File: config.mk
export PLATFORM = sky130hd
export DESIGN_NAME = cb_safe_cpu_sequencer
export DESIGN_NICKNAME = d
export VERILOG_FILES = /design/src/rtl/cb_safe_cpu_seq_pkg.sv /design/src/rtl/cb_sleep_filter.sv /design/src/rtl/cb_safe_cpu_sequencer.sv
export SDC_FILE = /design/constraint.sdc
export NUM_CORES = 1
export LEC_CHECK = 0
export ABC_AREA = 1
export BUFFER_PORTS_ARGS = -buffer_cell sky130_fd_sc_hd__buf_4
export CORE_MARGIN = 2
export CORE_UTILIZATION = 49
export DETAILED_ROUTE_END_ITERATION = 16
export PLACE_DENSITY = 0.73
export SLEW_MARGIN = 20
export SYNTH_ARGS = -nofsm -noshare
export SYNTH_HDL_FRONTEND = slang
export SYNTH_SLANG_ARGS = --single-unit
File: constraint.sdc
create_clock -name clk_i -period 1.5 [get_ports clk_i]
set_input_delay 0.15 -clock clk_i [delete_from_list [all_inputs] [get_ports clk_i]]
set_output_delay 0.15 -clock clk_i [all_outputs]
set_load 0.05 [all_outputs]
File: src/rtl/cb_safe_cpu_seq_pkg.sv
// Shared types and mask decode for the safe-CPU run sequencer.
package cb_safe_cpu_seq_pkg;

  typedef enum logic [2:0] {IDLE, RESET_CORES, BOOT, RUN, DONE} seq_state_e;

  localparam logic [1:0] TMR = 2'b00;
  localparam logic [1:0] DMR = 2'b01;

  localparam logic [2:0] MASK_TMR    = 3'b111;
  localparam logic [2:0] MASK_DMR    = 3'b011;
  localparam logic [2:0] MASK_SINGLE = 3'b001;

  // An empty selection would never complete, so fall back to core 0.
  function automatic logic [2:0] decode_mask(input logic [2:0] master,
                                             input logic       safe,
                                             input logic [1:0] cfg);
    logic [2:0] m;
    m = master;
    if (safe && cfg == TMR)      m = MASK_TMR;
    else if (safe && cfg == DMR) m = MASK_DMR;
    if (m == 3'b000) m = MASK_SINGLE;
    return m;
  endfunction

endpackage

File: src/rtl/cb_sleep_filter.sv
// Saturating consecutive-cycle counter with freeze; done fires on the last counted cycle.
module cb_sleep_filter #(
  parameter int unsigned TARGET = 8,
  parameter int unsigned CNT_W  = 16
) (
  input  logic clk_i,
  input  logic rst_ni,
  input  logic clr,
  input  logic en,
  input  logic freeze,
  output logic done
);

  localparam int unsigned     TGT     = (TARGET == 0) ? 1 : TARGET;
  localparam logic [CNT_W-1:0] LAST    = CNT_W'(TGT - 1);
  localparam bit               ENABLED = (TARGET != 0);

  logic [CNT_W-1:0] cnt;

  always_ff @(posedge clk_i or negedge rst_ni) begin
    if (!rst_ni)          cnt <= '0;
    else if (clr)         cnt <= '0;
    else if (freeze)      cnt <= cnt;
    else if (!en)         cnt <= '0;
    else if (cnt != LAST) cnt <= cnt + 1'b1;
  end

  assign done = ENABLED && en && !freeze && !clr && (cnt == LAST);

endmodule

File: src/rtl/cb_safe_cpu_sequencer.sv
// Start/EndSw consumer: latches a run config, resets and boots the selected
// cores, then reports completion once they all sit in WFI (or the watchdog fires).
module cb_safe_cpu_sequencer
  import cb_safe_cpu_seq_pkg::*;
#(
  parameter int unsigned NHARTS         = 3,
  parameter int unsigned RST_CYCLES     = 4,
  parameter int unsigned SLEEP_FILTER   = 8,
  parameter int unsigned TIMEOUT_CYCLES = 0,
  parameter int unsigned CNT_W          = 16
) (
  input  logic              clk_i,
  input  logic              rst_ni,
  input  logic              Start_i,
  input  logic [2:0]        master_core_i,
  input  logic              safe_mode_i,
  input  logic [1:0]        safe_configuration_i,
  input  logic              critical_section_i,
  input  logic [31:0]       boot_addr_i,
  input  logic [NHARTS-1:0] sleep_i,
  input  logic [NHARTS-1:0] debug_mode_i,
  output logic              EndSw_o,
  output logic [NHARTS-1:0] core_rst_no,
  output logic [NHARTS-1:0] fetch_enable_o,
  output logic [31:0]       core_boot_addr_o,
  output logic [NHARTS-1:0] active_mask_o,
  output logic              critical_o,
  output logic              busy_o,
  output logic              timeout_o
);

  localparam logic [CNT_W-1:0] RST_LAST = CNT_W'(RST_CYCLES - 1);

  seq_state_e        state;
  logic              start_q, start_pulse;
  logic [NHARTS-1:0] new_mask;
  logic [CNT_W-1:0]  rcnt;
  logic              in_run, all_sleep, freeze, filt_done, wd_done;

  always_ff @(posedge clk_i or negedge rst_ni) begin
    if (!rst_ni) start_q <= 1'b0;
    else         start_q <= Start_i;
  end

  assign start_pulse = Start_i & ~start_q;
  assign new_mask    = decode_mask(master_core_i, safe_mode_i, safe_configuration_i);
  assign in_run      = (state == RUN);
  // Unselected cores count as asleep; a selected core in debug stalls the run.
  assign all_sleep   = &(sleep_i | ~active_mask_o);
  assign freeze      = |(debug_mode_i & active_mask_o);

  cb_sleep_filter #(.TARGET(SLEEP_FILTER), .CNT_W(CNT_W)) u_filter (
    .clk_i  (clk_i),
    .rst_ni (rst_ni),
    .clr    (!in_run),
    .en     (all_sleep),
    .freeze (freeze),
    .done   (filt_done)
  );

  cb_sleep_filter #(.TARGET(TIMEOUT_CYCLES), .CNT_W(CNT_W)) u_watchdog (
    .clk_i  (clk_i),
    .rst_ni (rst_ni),
    .clr    (!in_run),
    .en     (1'b1),
    .freeze (freeze),
    .done   (wd_done)
  );

  always_ff @(posedge clk_i or negedge rst_ni) begin
    if (!rst_ni) begin
      state            <= IDLE;
      rcnt             <= '0;
      EndSw_o          <= 1'b0;
      core_rst_no      <= '1;
      fetch_enable_o   <= '0;
      core_boot_addr_o <= '0;
      active_mask_o    <= '0;
      critical_o       <= 1'b0;
      busy_o           <= 1'b0;
      timeout_o        <= 1'b0;
    end else begin
      case (state)
        IDLE, DONE: begin
          if (start_pulse) begin
            active_mask_o    <= new_mask;
            core_boot_addr_o <= boot_addr_i;
            critical_o       <= critical_section_i;
            core_rst_no      <= ~new_mask;
            rcnt             <= '0;
            EndSw_o          <= 1'b0;
            timeout_o        <= 1'b0;
            busy_o           <= 1'b1;
            state            <= RESET_CORES;
          end
        end
        RESET_CORES: begin
          if (rcnt == RST_LAST) begin
            rcnt           <= '0;
            core_rst_no    <= '1;
            fetch_enable_o <= active_mask_o;
            state          <= BOOT;
          end else begin
            rcnt <= rcnt + 1'b1;
          end
        end
        BOOT: state <= RUN;
        RUN: begin
          // Both done strobes are already gated by the debug freeze.
          if (filt_done || wd_done) begin
            EndSw_o        <= 1'b1;
            fetch_enable_o <= '0;
            busy_o         <= 1'b0;
            timeout_o      <= wd_done;
            state          <= DONE;
          end
        end
        default: state <= IDLE;
      endcase
    end
  end

endmodule

==> out/metrics.csv <==
metric;value;unit
status;complete, but fails checks;
failed_checks;setup timing;
synth_nets;595;
regArea;2020;sq um
slew_violations;0;
startpoint;u_filter.cnt[0];
power_leakage;3.14;nW
viasPerCell;5.13;
min_path_type;input pin to register;
startpoint_type;register;
final.setup.tns;-0.00241;ns
cts_buffer_depth;2;
cp-end-kind;register;
fin_skew;0.0117;ns
insertion_delay;0.37;ns
routed_wl;11.9;mm
fp.coreArea;8130;sq um
setup_violations;1;
ys_top_cells_by_count;220 x nand2_1, 77 x dfrtp_1, 59 x nor2_1;
grt_max_degree;58;
drt_iter0_drc;239;
avgSynthCellArea;7.50;sq um
die_h;95.3;um
yosys.cell_types.count;33;
fmax;0.666;GHz
cts-root-buf;clkbuf_8;
numCtsBuffers;9;
cp_max_fo;5;
postPlaceCellArea;5150;sq um
port-buffer-count;91;
grt_overflow_total;0;
area_growth;48.5;%
cp.required;1.78;ns
reg2reg_to;u_filter.cnt[2];
dpl.hpwl;7.55;mm
cap_violations;0;
setup.worst_path.end;u_filter.cnt[2];
yosysTopAreaCell;dfrtp_1;
postSynthCellCount;545;
antenna_found_initial;0;
synth.top_cell.area_share;47.2;%
cts_max_level;3;
ir_drop;1680;uV
n_antenna_cell;0;
num_vias;4241;
clk_pin_slew;0.09;ns
rsz0062_at_grt;true;
synthArstFlopShare;100;%
yosysMostFrequentCell;nand2_1;
r2r.worst_path.cells;10;
synthFlopType;dfrtp_1;
track_usage;26.3;%
finalWeightedCongestion;0.956;
multiInputGateArea;2040;sq um
synth.area.top_cells;dfrtp_1 47%, nand2_1 20%, nor2_1 5.4%;
drive_gt1_share;33.1;%
synth_edf_count;0;
arrival;1.79;ns
die_x;95.3;um
initial_core_util;50.2;%
cts_tree;yes;
power_density;1940;nW/um^2
postLayoutCellArea;6070;sq um
r2r_slack;-0.002;ns
finalHoldViolCount;0;
rows;33;
antenna_left;0;
drc;0;
grt_pass1_vias;4097;
synth_area;4090;sq um
ios;93;
wire_per_inst;14.4;um
drt_first_pass_iters;5;
synth_warnings;0;
critPathKind;register to register;
timing.final.crit_share;100;%
worstReg2RegStart;u_filter.cnt[0];
synth_seq_cells;80;
grt_first_pass_wirelength;18.5;mm
fin_nets;767;
die_area;9080;sq um
cts_sinks;80;
period_minus_slack;1.50;ns
layout_setup_ws;-0.00241;ns
fillers;556;
ys_seq_area_share;49.1;%
## kinds of logic (layout without fill, tap and decap cells)
kind of cell	count (synthesis)	in the layout	share of synthesized area [%]
xor+xnor	8	8	1.72
compound gates	43	43	5.76
fa+ha+maj	2	2	0.612
other cells	1	1	0.0918
simple gates	347	347	36.4
buf+inv	64	241	6.34
flops	80	80	49.1
## worst max-delay path: stages (launching register included)
cell,delay [ns]
dfrtp_1,0.40
ha_4,0.17
nand2_4,0.07
inv_2,0.08
nand2_2,0.06
nor2_4,0.14
nand3_4,0.12
nand2_8,0.12
buf_6,0.14
nand2_2,0.04
o21ai_1,0.07
## layer usage
layer,GRT usage (%),up-vias,part of all wire [%]
met3,7.35,37,7.8
met2,40.8,175,47
met4,11.8,0,3.1
met5,0,-,0
li1,-,2048,-
met1,34.3,1981,42
## sequential cells by signal, summed over array words and instances, names as in the netlist
signal,count
critical_o,1
active_mask_o,3
core_rst_no,3
u_filter.cnt,16
fetch_enable_o,3
EndSw_o,1
core_boot_addr_o,32
rcnt,16
busy_o,1
state,3
start_q,1
## cell type report
cell class / instances / share of cell area (%)
Tap cell: 105 / 2.16
Multi-Input combinational cell: 401 / 33.5
Timing Repair Buffer: 174 / 24.1
Clock inverter: 6 / 1.51
Sequential cell: 80 / 33.3
Clock buffer: 10 / 2.10
Inverter: 51 / 3.28
## how the worst min path moves through the flow
stage	start	endpoint	slack, ns	cells past startpoint
final	boot_addr_i[27]	core_boot_addr_o[27]	0.006	3
after detailed placement	rst_ni	rcnt[7]	0.17	2
after CTS	boot_addr_i[27]	core_boot_addr_o[27]	0.0001	3
after floorplan	rst_ni	EndSw_o	-0.15	0
after global routing	boot_addr_i[27]	core_boot_addr_o[27]	0.01	3
after global placement	rst_ni	rcnt[7]	0.17	2
## metrics by stage
step / total power, mW / setup WS [ns] / std cells / utilization, % / hold slack [ns]
2_1_floorplan: 7.35 / -0.00652 / 545 / - / -0.146
3_3_place_gp: 9.20 / 0.00358 / 762 / 63.3 / 0.172
3_5_place_dp: 9.33 / -0.0441 / 762 / 63.3 / 0.168
4_1_cts: 11.3 / -0.0151 / 815 / 70.5 / 0.000128
5_1_grt: 12.4 / -0.0802 / 827 / 74.6 / 0.0125
6_report: 11.8 / -0.00241 / 827 / 74.6 / 0.00641
## cells in the final DEF (no fill, tap or decap), types with 3 or more instances in the layout
cell           count
nand2_1          202
buf_4            131
dfrtp_1           67
inv_1             45
nor2_1            40
dlygate4sd3_1     34
nand3_1           28
nand2_2           16
nor2_2            15
nand3_2           14
o21ai_0           13
nand4_1           12
a21oi_1           10
dfrtp_2           10
clkbuf_8           9
o21ai_1            8
nor2_4             6
xor2_1             6
inv_2              5
nor3_1             5
buf_6              5
nand2_4            4
o21ai_2            4
dfstp_2            3
buf_12             3
## timing repair
| item | CTS | global route |
|---|---|---|
| endpoints found under the setup margin | 23 | 70 |
| buffers inserted | 3 | 11 |
| endpoints found under the hold margin | 110 | 0 |
| gates resized for setup | 2 | 78 |
| hold buffers | 34 | 0 |
| gates cloned | 0 | 1 |
| pin swaps | 1 | 16 |
## power breakdown
part	switching (mW)	internal (mW)
combinational	4.27	2.13
sequential	0.596	2.96
clock	0.858	0.947
total	5.72	6.04
Power figures use the tool's default switching activity.
